`src/rtl/pgm_rcv_if.sv`:
```
// Packet stream from the generator path into the receiver.
interface pgm_rcv_if;
   logic [133:0] in_rcv_data;
   logic         in_rcv_data_wr;
   logic         in_rcv_valid;
   logic         in_rcv_valid_wr;
   logic         out_rcv_alf;

   modport master (
      output in_rcv_data, in_rcv_data_wr, in_rcv_valid, in_rcv_valid_wr,
      input  out_rcv_alf
   );

   modport slave (
      input  in_rcv_data, in_rcv_data_wr, in_rcv_valid, in_rcv_valid_wr,
      output out_rcv_alf
   );
endinterface

```
`src/rtl/pgm_rcv.sv`:
```
// Receive-side sink for generated traffic: classifies generator packets,
// checks sequence numbers, measures one-way latency and keeps statistics.
//
//   state | meaning
//   IDLE  | between packets, expecting a head
//   BODY  | head seen, accumulating body/tail words
module pgm_rcv #(
   parameter logic [15:0] MAGIC = 16'h5047,
   parameter logic [7:0]  LMID  = 8'd7
) (
   input  logic        clk,
   input  logic        rst,
   pgm_rcv_if.slave    rcv,
   input  logic        in_rcv_clr,
   output logic [7:0]  out_rcv_mid,
   output logic [31:0] out_rcv_pkt_cnt,
   output logic [47:0] out_rcv_byte_cnt,
   output logic [15:0] out_rcv_drop_cnt,
   output logic [15:0] out_rcv_seq_err_cnt,
   output logic [15:0] out_rcv_frm_err_cnt,
   output logic [31:0] out_rcv_lat_last,
   output logic [31:0] out_rcv_lat_max
);

   typedef enum logic {IDLE = 1'b0, BODY = 1'b1} state_t;

   localparam logic [1:0] CT_HEAD = 2'b01;
   localparam logic [1:0] CT_BODY = 2'b11;
   localparam logic [1:0] CT_TAIL = 2'b10;
   localparam logic [1:0] CT_NONE = 2'b00;

   state_t      state;
   logic [63:0] timer;
   logic        is_gen;
   logic [31:0] seq_cap;
   logic [31:0] lat_cap;
   logic [31:0] acc;
   logic [31:0] exp_seq;
   logic        exp_vld;

   logic [1:0]  cyc_type;
   logic [3:0]  inv_cnt;
   logic [63:0] lat_diff;
   logic [31:0] head_lat;
   logic [31:0] acc_tail;
   logic        wr;
   logic        frm_evt;
   logic        commit;
   logic        good;
   logic        unused_bits;

   assign rcv.out_rcv_alf = 1'b0;
   assign out_rcv_mid     = LMID;

   assign cyc_type = rcv.in_rcv_data[133:132];
   assign inv_cnt  = rcv.in_rcv_data[131:128];
   assign wr       = rcv.in_rcv_data_wr;
   assign good     = rcv.in_rcv_valid_wr & rcv.in_rcv_valid;

   // A timestamp in the future wraps to a huge difference and saturates too.
   assign lat_diff = timer - rcv.in_rcv_data[79:16];
   assign head_lat = (|lat_diff[63:32]) ? 32'hFFFF_FFFF : lat_diff[31:0];
   assign acc_tail = acc + 32'd16 - {28'd0, inv_cnt};

   assign frm_evt = wr & ((cyc_type == CT_NONE) ||
                          (state == IDLE && (cyc_type == CT_BODY || cyc_type == CT_TAIL)) ||
                          (state == BODY && cyc_type == CT_HEAD));
   assign commit  = wr & (state == BODY) & (cyc_type == CT_TAIL) & is_gen;

   assign unused_bits = ^rcv.in_rcv_data[15:0];

   // Free-running latency reference; only reset touches it.
   always_ff @(posedge clk) begin
      if (rst) timer <= '0;
      else     timer <= timer + 64'd1;
   end

   // Packet framing FSM, head capture and statistics.
   always_ff @(posedge clk) begin
      if (rst) begin
         state               <= IDLE;
         is_gen              <= 1'b0;
         seq_cap             <= '0;
         lat_cap             <= '0;
         acc                 <= '0;
         exp_seq             <= '0;
         exp_vld             <= 1'b0;
         out_rcv_pkt_cnt     <= '0;
         out_rcv_byte_cnt    <= '0;
         out_rcv_drop_cnt    <= '0;
         out_rcv_seq_err_cnt <= '0;
         out_rcv_frm_err_cnt <= '0;
         out_rcv_lat_last    <= '0;
         out_rcv_lat_max     <= '0;
      end else begin
         // Clear takes priority over any statistic update in the same cycle.
         if (in_rcv_clr) begin
            exp_vld             <= 1'b0;
            out_rcv_pkt_cnt     <= '0;
            out_rcv_byte_cnt    <= '0;
            out_rcv_drop_cnt    <= '0;
            out_rcv_seq_err_cnt <= '0;
            out_rcv_frm_err_cnt <= '0;
            out_rcv_lat_last    <= '0;
            out_rcv_lat_max     <= '0;
         end else begin
            if (frm_evt && out_rcv_frm_err_cnt != 16'hFFFF)
               out_rcv_frm_err_cnt <= out_rcv_frm_err_cnt + 16'd1;
            if (commit) begin
               if (!good) begin
                  if (out_rcv_drop_cnt != 16'hFFFF)
                     out_rcv_drop_cnt <= out_rcv_drop_cnt + 16'd1;
               end else begin
                  out_rcv_pkt_cnt  <= out_rcv_pkt_cnt + 32'd1;
                  out_rcv_byte_cnt <= out_rcv_byte_cnt + {16'd0, acc_tail};
                  out_rcv_lat_last <= lat_cap;
                  if (lat_cap > out_rcv_lat_max)
                     out_rcv_lat_max <= lat_cap;
                  if (exp_vld && seq_cap != exp_seq && out_rcv_seq_err_cnt != 16'hFFFF)
                     out_rcv_seq_err_cnt <= out_rcv_seq_err_cnt + 16'd1;
                  exp_seq <= seq_cap + 32'd1;
                  exp_vld <= 1'b1;
               end
            end
         end

         // A head always restarts capture, discarding any packet in flight.
         if (wr) begin
            case (cyc_type)
               CT_HEAD: begin
                  is_gen  <= (rcv.in_rcv_data[127:112] == MAGIC);
                  seq_cap <= rcv.in_rcv_data[111:80];
                  lat_cap <= head_lat;
                  acc     <= 32'd16;
                  state   <= BODY;
               end
               CT_BODY: begin
                  if (state == BODY) acc <= acc + 32'd16;
               end
               CT_TAIL: begin
                  if (state == BODY) state <= IDLE;
               end
               default: ;
            endcase
         end
      end
   end

endmodule
```
`src/flat_wrapper.sv`:
```
// flat-port wrapper written by rule: the top's interface ports become plain ports
module pgm_rcv_flat 
#(
   parameter logic [15:0] MAGIC = 16'h5047,
   parameter logic [7:0]  LMID  = 8'd7
)
  (clk, rst, in_rcv_clr, out_rcv_mid, out_rcv_pkt_cnt, out_rcv_byte_cnt, out_rcv_drop_cnt, out_rcv_seq_err_cnt, out_rcv_frm_err_cnt, out_rcv_lat_last, out_rcv_lat_max, rcv_in_rcv_data, rcv_in_rcv_data_wr, rcv_in_rcv_valid, rcv_in_rcv_valid_wr, rcv_out_rcv_alf);
  pgm_rcv_if rcv_i ();
  input  logic clk;
  input  logic rst;
  input  logic in_rcv_clr;
  output logic [7:0] out_rcv_mid;
  output logic [31:0] out_rcv_pkt_cnt;
  output logic [47:0] out_rcv_byte_cnt;
  output logic [15:0] out_rcv_drop_cnt;
  output logic [15:0] out_rcv_seq_err_cnt;
  output logic [15:0] out_rcv_frm_err_cnt;
  output logic [31:0] out_rcv_lat_last;
  output logic [31:0] out_rcv_lat_max;
  input wire logic [$bits(rcv_i.in_rcv_data)-1:0] rcv_in_rcv_data;
  input wire logic [$bits(rcv_i.in_rcv_data_wr)-1:0] rcv_in_rcv_data_wr;
  input wire logic [$bits(rcv_i.in_rcv_valid)-1:0] rcv_in_rcv_valid;
  input wire logic [$bits(rcv_i.in_rcv_valid_wr)-1:0] rcv_in_rcv_valid_wr;
  output wire logic [$bits(rcv_i.out_rcv_alf)-1:0] rcv_out_rcv_alf;
  assign rcv_i.in_rcv_data = rcv_in_rcv_data;
  assign rcv_i.in_rcv_data_wr = rcv_in_rcv_data_wr;
  assign rcv_i.in_rcv_valid = rcv_in_rcv_valid;
  assign rcv_i.in_rcv_valid_wr = rcv_in_rcv_valid_wr;
  assign rcv_out_rcv_alf = rcv_i.out_rcv_alf;
  pgm_rcv #(.MAGIC(MAGIC), .LMID(LMID)) u_core (.clk(clk), .rst(rst), .rcv(rcv_i), .in_rcv_clr(in_rcv_clr), .out_rcv_mid(out_rcv_mid), .out_rcv_pkt_cnt(out_rcv_pkt_cnt), .out_rcv_byte_cnt(out_rcv_byte_cnt), .out_rcv_drop_cnt(out_rcv_drop_cnt), .out_rcv_seq_err_cnt(out_rcv_seq_err_cnt), .out_rcv_frm_err_cnt(out_rcv_frm_err_cnt), .out_rcv_lat_last(out_rcv_lat_last), .out_rcv_lat_max(out_rcv_lat_max));
endmodule
```
`config.mk`:
```
export PLATFORM = sky130hd
export DESIGN_NAME = pgm_rcv_flat
export DESIGN_NICKNAME = d
export VERILOG_FILES = /design/src/rtl/pgm_rcv_if.sv /design/src/rtl/pgm_rcv.sv /design/src/flat_wrapper.sv
export SDC_FILE = /design/constraint.sdc
export NUM_CORES = 1
export LEC_CHECK = 0
export CAP_MARGIN = 20
export CORE_ASPECT_RATIO = 1.75
export CORE_MARGIN = 1
export CORE_UTILIZATION = 60
export CTS_CLUSTER_DIAMETER = 150
export DETAILED_ROUTE_END_ITERATION = 10
export PLACE_DENSITY = 0.86
export SLEW_MARGIN = 20
export SYNTH_ARGS = -nofsm -noshare
export SYNTH_HDL_FRONTEND = slang
export SYNTH_SLANG_ARGS = --single-unit
```
`constraint.sdc`:
```
create_clock -name clk -period 9.07 [get_ports clk]
set_clock_uncertainty 0.2 [all_clocks]
set_input_delay 1.814 -clock clk [delete_from_list [all_inputs] [get_ports clk]]
set_output_delay 1.814 -clock clk [all_outputs]
set_load 0.01 [all_outputs]
```
==> results.md, run 1 <==
- Tcrit/Tclk final: about four fifths
- Max VDD drop: 0.155 mV
- Placer Congestion: ~1
- Top post-synthesis cells by area: dfxtp_1 (31%), ha_1 (7.4%), nand2_1 (6.9%), xor2_1 (6.7%), a21oi_1 (5.6%)
- Clock tree buffer depth: 3
- Clock slew at the register clock pins of the worst setup and hold paths: about 0.06 ns
- Highest routed metal layer: met4
- Nets: around 3600
- Met3 wire length: between 3 and 4 mm
- Mapped Avg Cell Area: 7.74 µm²
- Max Cap Viol: 0
- Share of cells above drive strength 1: under 10%
- Unique masters post-synth: 93
- Largest net degree at the start of global routing: 109
- Number of H-tree levels: 2
- Vias in the first global route: around 23000
- Critical path endpoint category: flop
- CP Class: in2reg
- Post-CTS Setup Inserts: 0
- Met1 wire length: approximately 26 mm
- # DRC: 0
- Asr flop ratio synth: 0%
- GRT Resource Usage Total: around a third
- Die width: roughly 150 µm
- Core area: 40100 µm²
- Setup TNS: 0 ns
- Min cycle time layout: about 7.3 ns
- CP required: around 9.4 ns
- WL met2: around 39 mm
- Initial Utilization: 60.9%
- DRT antenna net count: 0
- CTS resizes: 0
- Initial antenna violation count: 2
- Sequential cell area fraction in the yosys report: between 30% and 40%
- Setup slack, reg-to-reg: 2.51 ns
- Hold_buf cts: 0
- Hold Violations, Final: 0
- Post-DR wirelength/cell: around 19 µm
- HPWL Detailed: approximately 57 mm
- Register bit total from synthesis: roughly 380
- Vias: 23600
- DRT iter0 DRCs: ~1500
- Worst-margin pin slew: approximately 1.1 ns
- Clk_lat worst skew: 0.56 ns
- Placement Cell Area: roughly 28000 µm²
- Worst Setup Start Kind: input port
- Via/cell ratio: a little over 6
- CTS root buf: clkbuf_16
- Ys flop type: dfxtp_1
- TritonCTS clock tree: yes
- GRT overflow: 0
- First-pass GRT wire length: ~120 mm
- Post-synth EDFFs: 0
- Share of the synthesized area in the top cell type: 31.4%
- Number of clock sinks: roughly 380
- IO Count: 341
- Pwr Density: about 130 nW/µm²
- Die Y-Extent: between 200 and 300 µm
- Worst hold slack: roughly 0.26 ns
- Cells after Synth: 3150
- Most frequent cells in the layout: nand2_1 (449), dfxtp_1 (383), nor2_1 (362)
- Worst Hold Class: reg2reg
- Slew Viols, Final: 0
- TritonCTS Buffers: 38
- Achievable clock frequency: roughly 140 MHz
- Cell Area, Synth: around 24000 µm²
- Die ar.: 41500 µm²
- Critical Path Fanout Max: 10
- Final Cell Area: slightly below 30000 µm²
- Drt total wl: 74.5 mm
- Yosys top cell by area: dfxtp_1
- RSZ-0062 raised after global routing: no
- IO Port Bufs: approximately 320
- Critical path arrival: around 7.6 ns
- Ys Warns: 0
- Finish-stage setup viols: 0
- Worst slew margin: around 24%
- Status: finished clean
- Initial DRT Pass Iterations: 5
- Pleak: 0.0110 µW
- P&R area growth vs syn: 18.2%
- Count of standard-cell rows: 97
- Most common cell after layout, fill and taps aside: nand2_1
-- flip-flops by register name, summed over array words and instances, names as in the netlist --
name                        cells
u_core.out_rcv_frm_err_cnt     16
u_core.seq_cap                 32
u_core.exp_vld                  1
u_core.out_rcv_lat_max         32
u_core.timer                   64
u_core.exp_seq                 32
u_core.is_gen                   1
u_core.out_rcv_drop_cnt        16
u_core.state                    1
u_core.out_rcv_byte_cnt        48
u_core.out_rcv_pkt_cnt         32
u_core.lat_cap                 32
u_core.out_rcv_lat_last        32
u_core.out_rcv_seq_err_cnt     16
u_core.acc                     28
-- worst max-delay path: stages --
cell             delay (ns)
clkdlybuf4s50_1        0.52
inv_1                  0.06
ha_1                   0.22
nand2_1                0.14
nand2_1                0.07
a211oi_1               0.52
nand3_1                0.21
nor2_1                 0.17
nand2_1                0.12
or2_2                  0.35
xnor2_1                0.21
ha_1                   0.31
a21oi_1                0.14
nor2b_1                0.06
a2111oi_0              0.95
a21oi_1                0.17
o22ai_1                0.27
o21ai_0                0.24
a41o_1                 0.44
o31ai_1                0.32
mux2i_1                0.23
-- worst paths after layout --
kind                            endpoint  cells after the start                   startpoint
min reg2reg  u_core.out_rcv_lat_last[28]                      2  u_core.out_rcv_lat_last[28]
max reg2reg  u_core.out_rcv_byte_cnt[47]                     19                u_core.acc[4]
max          u_core.out_rcv_byte_cnt[34]                     21         rcv_in_rcv_data[128]
min          u_core.out_rcv_lat_last[28]                      2  u_core.out_rcv_lat_last[28]
-- power by group --
part           internal, µW  total [µW]  switching [µW]
Sequential             1700        1720            21.8
Combinational           135         319             184
Clock                   952        1680             729
Total                  2780        3720             935
-- cells by family after synthesis --
kind of cell / share of synthesized area (%)
compound gates: 18.6
fa+ha+maj: 7.60
flops: 31.4
other cells: 0.0308
buf+inv: 5.60
xor+xnor: 10.8
mux: 2.06
simple gates: 23.9
-- synth_stat cells, types with 38 or more instances --
cell type / n
xor2_1: 186
or3_1: 59
a21o_1: 49
nor2_1: 365
nor3_1: 38
mux2i_1: 48
o21ai_0: 107
inv_1: 143
nand3_1: 104
nand4_1: 74
clkbuf_1: 124
dfxtp_1: 383
and3_1: 45
xnor2_1: 115
ha_1: 145
nand2_1: 449
a211oi_1: 50
a21oi_1: 274
-- stage by stage --
stage / utilization [%] / setup WS, ns / instances / total power, µW
3_5_place_dp: 68.7 / 1.36 / 3808 / 2070
2_1_floorplan: - / 2.91 / 3157 / 1960
3_3_place_gp: 68.6 / 1.44 / 3807 / 2060
5_1_grt: 72.0 / 1.52 / 3878 / 3830
4_1_cts: 71.9 / 1.91 / 3876 / 3740
6_report: 72.0 / 1.80 / 3878 / 3720
-- cell type report --
| class | instances | area (µm²) |
|---|---|---|
| multi-input cells | 2460 | 15400 |
| fillers | 3137 | 11200 |
| flip-flops and latches | 383 | 7670 |
| repair buffers | 327 | 3260 |
| clock buffers | 49 | 1050 |
| well taps | 495 | 619 |
| inverters | 143 | 537 |
| clock inverters | 19 | 262 |
| diodes | 2 | 5.00 |
-- metal layers --
layer	vias to the layer above	track usage, %
met4	0	25.7
li1	11400	-
met1	11100	34.6
met5	-	0
met2	823	67.4
met3	257	4.47
Note: power is estimated with default switching activity, not from simulation.
==> inputs of run 2 (changes only) <==
- CORE_UTILIZATION: 60 -> 51
- PLACE_DENSITY: 0.86 -> 0.78
- clock period: 9.07 -> 6.3 ns (I/O delays scaled with it)
==> run 2 against run 1 <==
  * Via count is 2.4% lower
  * Combinational power is 45% higher
  * Critical path type unchanged
  * Die area is 17% higher
  * Worst setup slack worse by 1.4 ns
  * Total power is 44% higher
  * First-iteration DRC count is 24% lower
  * Cell count is 4.1% higher
  * Sequential power is 44% higher
  * Register-to-register slack worse by 1.9 ns
  * Sequential share of layout area is 0.56 points lower
==> results.md, run 2 (same netlist as run 1, synthesis figures left out) <==
- Status: finished clean (unchanged)
- RSZ-0062 raised after global routing: no (unchanged)
- Vias: 23000 (was 23600)
- Fill cells: 4147 (was 3137)
- P_int: 4030 µW (was 2780 µW)
- Biggest register: u_core.timer (unchanged)
- DRT antenna net count: 0 (unchanged)
- TritonCTS clock tree: yes (unchanged)
- Initial DRT Pass Iterations: 5 (unchanged)
- Die Y-Extent: 291 µm (was 269 µm)
- First-pass GRT wire length: 110 mm (was 117 mm)
- Initial antenna violation count: 0 (was 2)
- CTS resizes: 0 (unchanged)
- Worst Hold Class: reg2reg (unchanged)
- CP required: 6.57 ns (was 9.36 ns)
- Most common cell after layout, fill and taps aside: nand2_1 (unchanged)
- Initial Utilization: 51.9% (was 60.9%)
- TritonCTS Buffers: 40 (was 38)
- Critical path endpoint category: flop (unchanged)
- Achievable clock frequency: approximately 170 MHz
- CP Class: in2reg (unchanged)
- Clock group share of total power: 45.1% (was 45.2%)
- P&R area growth vs syn: 20.7% (was 18.2%)
- Sequential cell area: 7670 µm² (unchanged)
- IO Port Bufs: 315 (unchanged)
- Worst slew margin: 27.8% (was 24.0%)
- Worst-margin pin slew: 1.08 ns (was 1.11 ns)
- Nets: 3706 (was 3640)
- Hold Violations, Final: 0 (unchanged)
- Die width: 167 µm (was 154 µm)
- Slew Viols, Final: 0 (unchanged)
- Share of cells above drive strength 1: 6.67% (was 4.64%)
- Via/cell ratio: 5.70 (was 6.08)
- # DRC: 0 (unchanged)
- Hold_buf cts: 0 (unchanged)
- HPWL Detailed: 53.3 mm (was 56.8 mm)
- GRT overflow: 0 (unchanged)
- Area of the multi-input gates: 15400 µm² (about the same)
- Post-DR wirelength/cell: 17.2 µm (was 19.2 µm)
- Max Cap Viol: 0 (unchanged)
- Count of standard-cell rows: 105 (was 97)
- Pleak: 0.0113 µW (was 0.0110 µW)
- Min cycle time layout: ~5.9 ns
- Critical path arrival: 6.19 ns (was 7.56 ns)
- Most frequent cells in the layout: nand2_1 (449), dfxtp_1 (383), nor2_1 (362) (unchanged)
- Clk_lat worst skew: 0.55 ns (was 0.56 ns)
- IO Count: 341 (unchanged)
- CTS root buf: clkbuf_16 (unchanged)
- Core area: 47000 µm² (was 40100 µm²)
- Vias in the first global route: 22300 (was 23200)
- Worst Setup Start Kind: input port (unchanged)
- Setup slack after layout: 0.379 ns (was 1.80 ns)
- Die ar.: 48700 µm² (was 41500 µm²)
- Max VDD drop: 0.192 mV (was 0.155 mV)
- Number of clock sinks: 383 (unchanged)
- Finish-stage setup viols: 0 (unchanged)
- Pwr Density: 181 nW/µm² (was 129 nW/µm²)
- DP Worst Slack: -0.448 ns (was 1.36 ns)
- Placer Congestion: 0.991 (was 1.00)
- Seq pwr share: 46.3% (was 46.2%)
- Drt total wl: 69.3 mm (was 74.5 mm)
- # diodes: 0 (was 2)
- Clock slew at the register clock pins of the worst setup and hold paths: 0.06 ns (about the same)
- Number of H-tree levels: 2 (unchanged)
- Gate power share: 8.7% (was 8.6%)
- Post-CTS Setup Inserts: 0 (unchanged)
- Sw Pwr: 1320 µW (was 935 µW)
- Clock tree buffer depth: 3 (unchanged)
- Critical Path Fanout Max: 5 (was 10)
- Tcrit/Tclk final: a little over nine tenths
- GRT Resource Usage Total: 27.7% (was 35.2%)
- Largest net degree at the start of global routing: 80 (was 109)
- Max FFs per register: 64 (unchanged)
- Setup TNS: 0 ns (unchanged)
- Switch share: 24.7% (was 25.2%)
- DRT iter0 DRCs: 1162 (was 1530)
- Top flop regs: u_core.timer: 64 flops, u_core.out_rcv_byte_cnt: 48 flops (unchanged)
[run 2: cell types whose count changed in the layout (fill, tap and decap cells not counted), moves of 2 or more]
cell / change
bufinv_16: -2
clkinv_8: -2
clkbuf_8: +2
diode_2: -2
clkinvlp_4: +2
inv_16: -2
buf_4: +65
inv_6: +3
clkbuf_16: +3
[run 2: power by group through the flow]
stage,Clock (µW),Sequential (µW),Combinational (µW)
final,2410,2470,463
after global routing,2570,2470,509
after CTS,2460,2470,463
after detailed placement,0,2530,459
after global placement,0,2530,454
after floorplan,0,2510,300
[run 2: per-stage QoR]
step / total power, µW / hold slack [ns] / utilization, % / area, µm² / std cells
final: 5350 / 0.253 / 62.6 / 29500 / 4037
after global routing: 5550 / 0.265 / 62.6 / 29500 / 4037
after CTS: 5390 / 0.255 / 62.6 / 29400 / 4037
after detailed placement: 2990 / 0.246 / 59.8 / 28100 / 3965
after global placement: 2980 / 0.241 / 59.8 / 28100 / 3965
after floorplan: 2810 / 0.237 / - / 24400 / 3157
[run 2: path summary, 6_finish.rpt]
check | startpoint | endpoint | slack (ns) | cells past startpoint
setup reg to reg | u_core.acc[5] | u_core.out_rcv_byte_cnt[47] | 0.64 | 21
hold reg to reg | u_core.out_rcv_lat_last[4] | u_core.out_rcv_lat_last[4] | 0.25 | 2
setup / recovery | rcv_in_rcv_data[128] | u_core.out_rcv_byte_cnt[47] | 0.38 | 21
hold / removal | u_core.out_rcv_lat_last[4] | u_core.out_rcv_lat_last[4] | 0.25 | 2
[run 2: final cells by class]
class / instances / share of cell area (%)
clock buffers: 53 / 3.91
well taps: 588 / 2.50
flip-flops and latches: 383 / 26.0
repair buffers: 391 / 12.7
inverters: 143 / 1.82
multi-input cells: 2460 / 52.4
clock inverters: 19 / 0.607
[run 2: layer usage]
layer	GRT usage, %	vias up	routed length, µm
li1	-	11500	-
met1	28.2	10700	25800
met2	52.6	630	36100
met3	3.36	204	2920
met4	17.6	0	4540
met5	0	-	0
[run 2: worst max-delay path: stages]
cell and delay (ns):
clkdlybuf4s50_1 0.51, o41ai_1 0.10, buf_4 0.15, nor4_2 0.33, nor2b_1 0.27, nand3_1 0.18, mux2i_1 0.18, o22ai_1 0.11
xor2_1 0.15, ha_1 0.36, nand3_1 0.12, o31ai_1 0.35, a31oi_1 0.21, a2111oi_0 0.45, buf_4 0.22, nor2_1 0.06
o31ai_1 0.27, buf_4 0.17, a21oi_1 0.11, or4_1 0.49, a21oi_1 0.14
==> inputs of run 3 (changes only) <==
- CTS_CLUSTER_DIAMETER: 150 -> 200
- GPL_TIMING_DRIVEN: not set -> 1
- SETUP_SLACK_MARGIN: not set -> 0.15
==> run 3 against run 2 <==
  * Non-clock buffer count did not move
  * Critical path depth stayed put
  * Count of clock-buffer cells in the layout unchanged
  * Utilization up 0.083 points
  * Cell count barely moved
  * Total power is essentially flat
  * Sequential power barely moved
  * Sequential cell count unchanged
  * Critical endpoint unchanged
  * Largest cell class unchanged
==> results.md, run 3 (same netlist as run 1, synthesis figures left out) <==
- Clk_lat worst skew: 0.55 ns (about the same)
- Worst-margin pin slew: 1.09 ns (was 1.08 ns)
- Pleak: 0.0113 µW (about the same)
- Critical Path Fanout Max: 5 (unchanged)
- Gate power share: 8.7% (about the same)
- Share of cells above drive strength 1: 6.84% (was 6.67%)
- Finish-stage setup viols: 0 (unchanged)
- Slowest-stage cell, CP: clkdlybuf4s50_1 (unchanged)
- Number of H-tree levels: 2 (unchanged)
- Number of clock sinks: 383 (unchanged)
- # DRC: 0 (unchanged)
- CP max stage delay: 0.51 ns (about the same)
- Clock slew at the register clock pins of the worst setup and hold paths: 0.06 ns (about the same)
- Critical path arrival: 6.12 ns (was 6.19 ns)
- Die width: 167 µm (unchanged)
- CP required: 6.57 ns (about the same)
- Max Cap Viol: 0 (unchanged)
- Worst Setup SP: rcv_in_rcv_data[128] (unchanged)
- Core area: 47000 µm² (unchanged)
- Worst Path Buf+Inv: 4 (unchanged)
- Critical R2R Launch: u_core.acc[5] (unchanged)
- Most frequent cells in the layout: nand2_1 (449), dfxtp_1 (383), nor2_1 (362) (unchanged)
- CP cell instances: clkdlybuf4s50_1, o41ai_1, buf_4, nor4_2, nor2b_2, nand3_1, mux2i_1, o22ai_1, xor2_1, ha_1, nand3_1, o31ai_1, a31oi_2, a2111oi_2, buf_4, nor2_1, o31ai_1, buf_4, a21oi_1, or4_1, a21oi_1 (was clkdlybuf4s50_1, o41ai_1, buf_4, nor4_2, nor2b_1, nand3_1, mux2i_1, o22ai_1, xor2_1, ha_1, nand3_1, o31ai_1, a31oi_1, a2111oi_0, buf_4, nor2_1, o31ai_1, buf_4, a21oi_1, or4_1, a21oi_1)
- IO Port Bufs: 315 (unchanged)
- CTS root buf: clkbuf_16 (unchanged)
- Top flop regs: u_core.timer: 64 flops, u_core.out_rcv_byte_cnt: 48 flops (unchanged)
- Achievable clock frequency: 171 MHz (was 169 MHz)
- Initial Utilization: 51.9% (unchanged)
- Worst Setup Start Kind: input port (unchanged)
- Sw Pwr: 1320 µW (about the same)
- First-pass GRT wire length: 110 mm (unchanged)
- Max FFs per register: 64 (unchanged)
- Hold Violations, Final: 0 (unchanged)
- Initial DRT Pass Iterations: 5 (unchanged)
- Tcrit/Tclk final: 92.9% (was 94.0%)
- Seq pwr share: 46.3% (about the same)
- Fill cells: 4141 (was 4147)
- Placer Congestion: 0.991 (unchanged)
- DRT antenna net count: 0 (unchanged)
- Clock group share of total power: 45.0% (was 45.1%)
- Worst Hold Class: reg2reg (unchanged)
- DRT iter0 DRCs: 1250 (was 1162)
- RSZ-0062 raised after global routing: no (unchanged)
- Critical path's top delay family: compound AO/OA/AOI/OAI gates (unchanged)
- CP Class: in2reg (unchanged)
- Die ar.: 48700 µm² (unchanged)
- GRT overflow: 0 (unchanged)
- P_int: 4030 µW (about the same)
- Top cell by count, worst path: buf_4 (unchanged)
- Initial antenna violation count: 0 (unchanged)
- Max VDD drop: 0.192 mV (about the same)
- Worst slew margin: 27.4% (was 27.8%)
- Worst Min Path Start: u_core.out_rcv_lat_last[4] (unchanged)
- Largest net degree at the start of global routing: 80 (unchanged)
- Vias: 23000 (about the same)
- Worst hold slack: 0.253 ns (about the same)
- Clock tree buffer depth: 3 (unchanged)
- Status: finished clean (unchanged)
- Count of standard-cell rows: 105 (unchanged)
- # diodes: 0 (unchanged)
- Min cycle time layout: 5.85 ns (was 5.92 ns)
- Vias in the first global route: 22300 (unchanged)
- Die Y-Extent: 291 µm (unchanged)
- Nets: 3707 (was 3706)
- IO Count: 341 (unchanged)
- Final Core Density: 62.7% (was 62.6%)
- Setup slack after layout: 0.447 ns (was 0.379 ns)
- Most common cell after layout, fill and taps aside: nand2_1 (unchanged)
- Fin cells: 4038 (was 4037)
- Critical path endpoint category: flop (unchanged)
- Biggest register: u_core.timer (unchanged)
- Switch share: 24.7% (about the same)
- Pwr Density: 181 nW/µm² (about the same)
- DP Worst Slack: -0.448 ns (unchanged)
- GRT Resource Usage Total: 27.7% (unchanged)
- HPWL Detailed: 53.3 mm (unchanged)
- Drt total wl: 69.6 mm (was 69.3 mm)
- Hold_buf cts: 0 (unchanged)
- Cells after DPL: 3965 (unchanged)
- TritonCTS Buffers: 40 (unchanged)
- Slew Viols, Final: 0 (unchanged)
- Via/cell ratio: 5.71 (was 5.70)
- TritonCTS clock tree: yes (unchanged)
- P&R area growth vs syn: 20.9% (was 20.7%)
- Post-DR wirelength/cell: 17.2 µm (about the same)
==> run 3: final timing paths <==
path	cells after the start	to	slack, ns
worst min register to register	2	u_core.out_rcv_lat_last[4]	0.25
worst max-delay path	21	u_core.out_rcv_byte_cnt[47]	0.45
worst min-delay path	2	u_core.out_rcv_lat_last[4]	0.25
worst max register to register	21	u_core.out_rcv_byte_cnt[47]	0.71
==> run 3: power by group through the flow <==
stage	registers, µW	clock network (µW)	logic (µW)
after floorplan	2510	0	300
after global placement	2530	0	454
after detailed placement	2530	0	459
after CTS	2470	2460	463
after global routing	2470	2570	510
final	2470	2410	464
==> run 3: repair_timing <==
item,CTS,global route
buffers inserted,0,0
gates resized for setup,1,13
gates cloned,0,1
endpoints found under the setup margin,6,14
pin swaps,0,1
==> run 3: metal layers <==
metal	track usage [%]	share of wire, %	routed length, µm
met5	0	0	0
met3	3.36	4.3	3020
met2	52.6	52	36200
met4	17.6	6.7	4680
met1	28.2	37	25700
==> run 3: layout make-up <==
cell class | count | area [µm²] | share of cell area [%]
Tap cell | 588 | 736 | 2.49
Clock buffer | 53 | 1150 | 3.90
Sequential cell | 383 | 7670 | 26.0
Clock inverter | 19 | 179 | 0.607
Timing Repair Buffer | 391 | 3740 | 12.7
Inverter | 143 | 537 | 1.82
Multi-Input combinational cell | 2461 | 15500 | 52.5
==> run 3: through the flow <==
stage | instance area (µm²) | TNS (ns) | total power (µW)
CTS | 29400 | 0 | 5390
global route | 29500 | 0 | 5550
finish | 29500 | 0 | 5340
detailed placement | 28100 | -4.29 | 2990
floorplan | 24400 | 0 | 2810
global placement | 28100 | -3.73 | 2980
==> run 3: worst register-to-register path, stage by stage (launching register included) <==
cell	delay [ns]
dfxtp_1	0.40
ha_1	0.39
and3_1	0.40
nand4_1	0.32
nor2_1	0.45
a31oi_1	0.19
nand2b_1	0.17
or2_2	0.32
nor2_1	0.13
a21oi_1	0.08
a21oi_1	0.15
xnor2_1	0.09
ha_1	0.31
nand2_1	0.10
or3_1	0.35
o21ai_1	0.20
nor2_1	0.11
o31ai_1	0.25
buf_4	0.17
a21oi_1	0.11
or4_1	0.49
a21oi_1	0.15
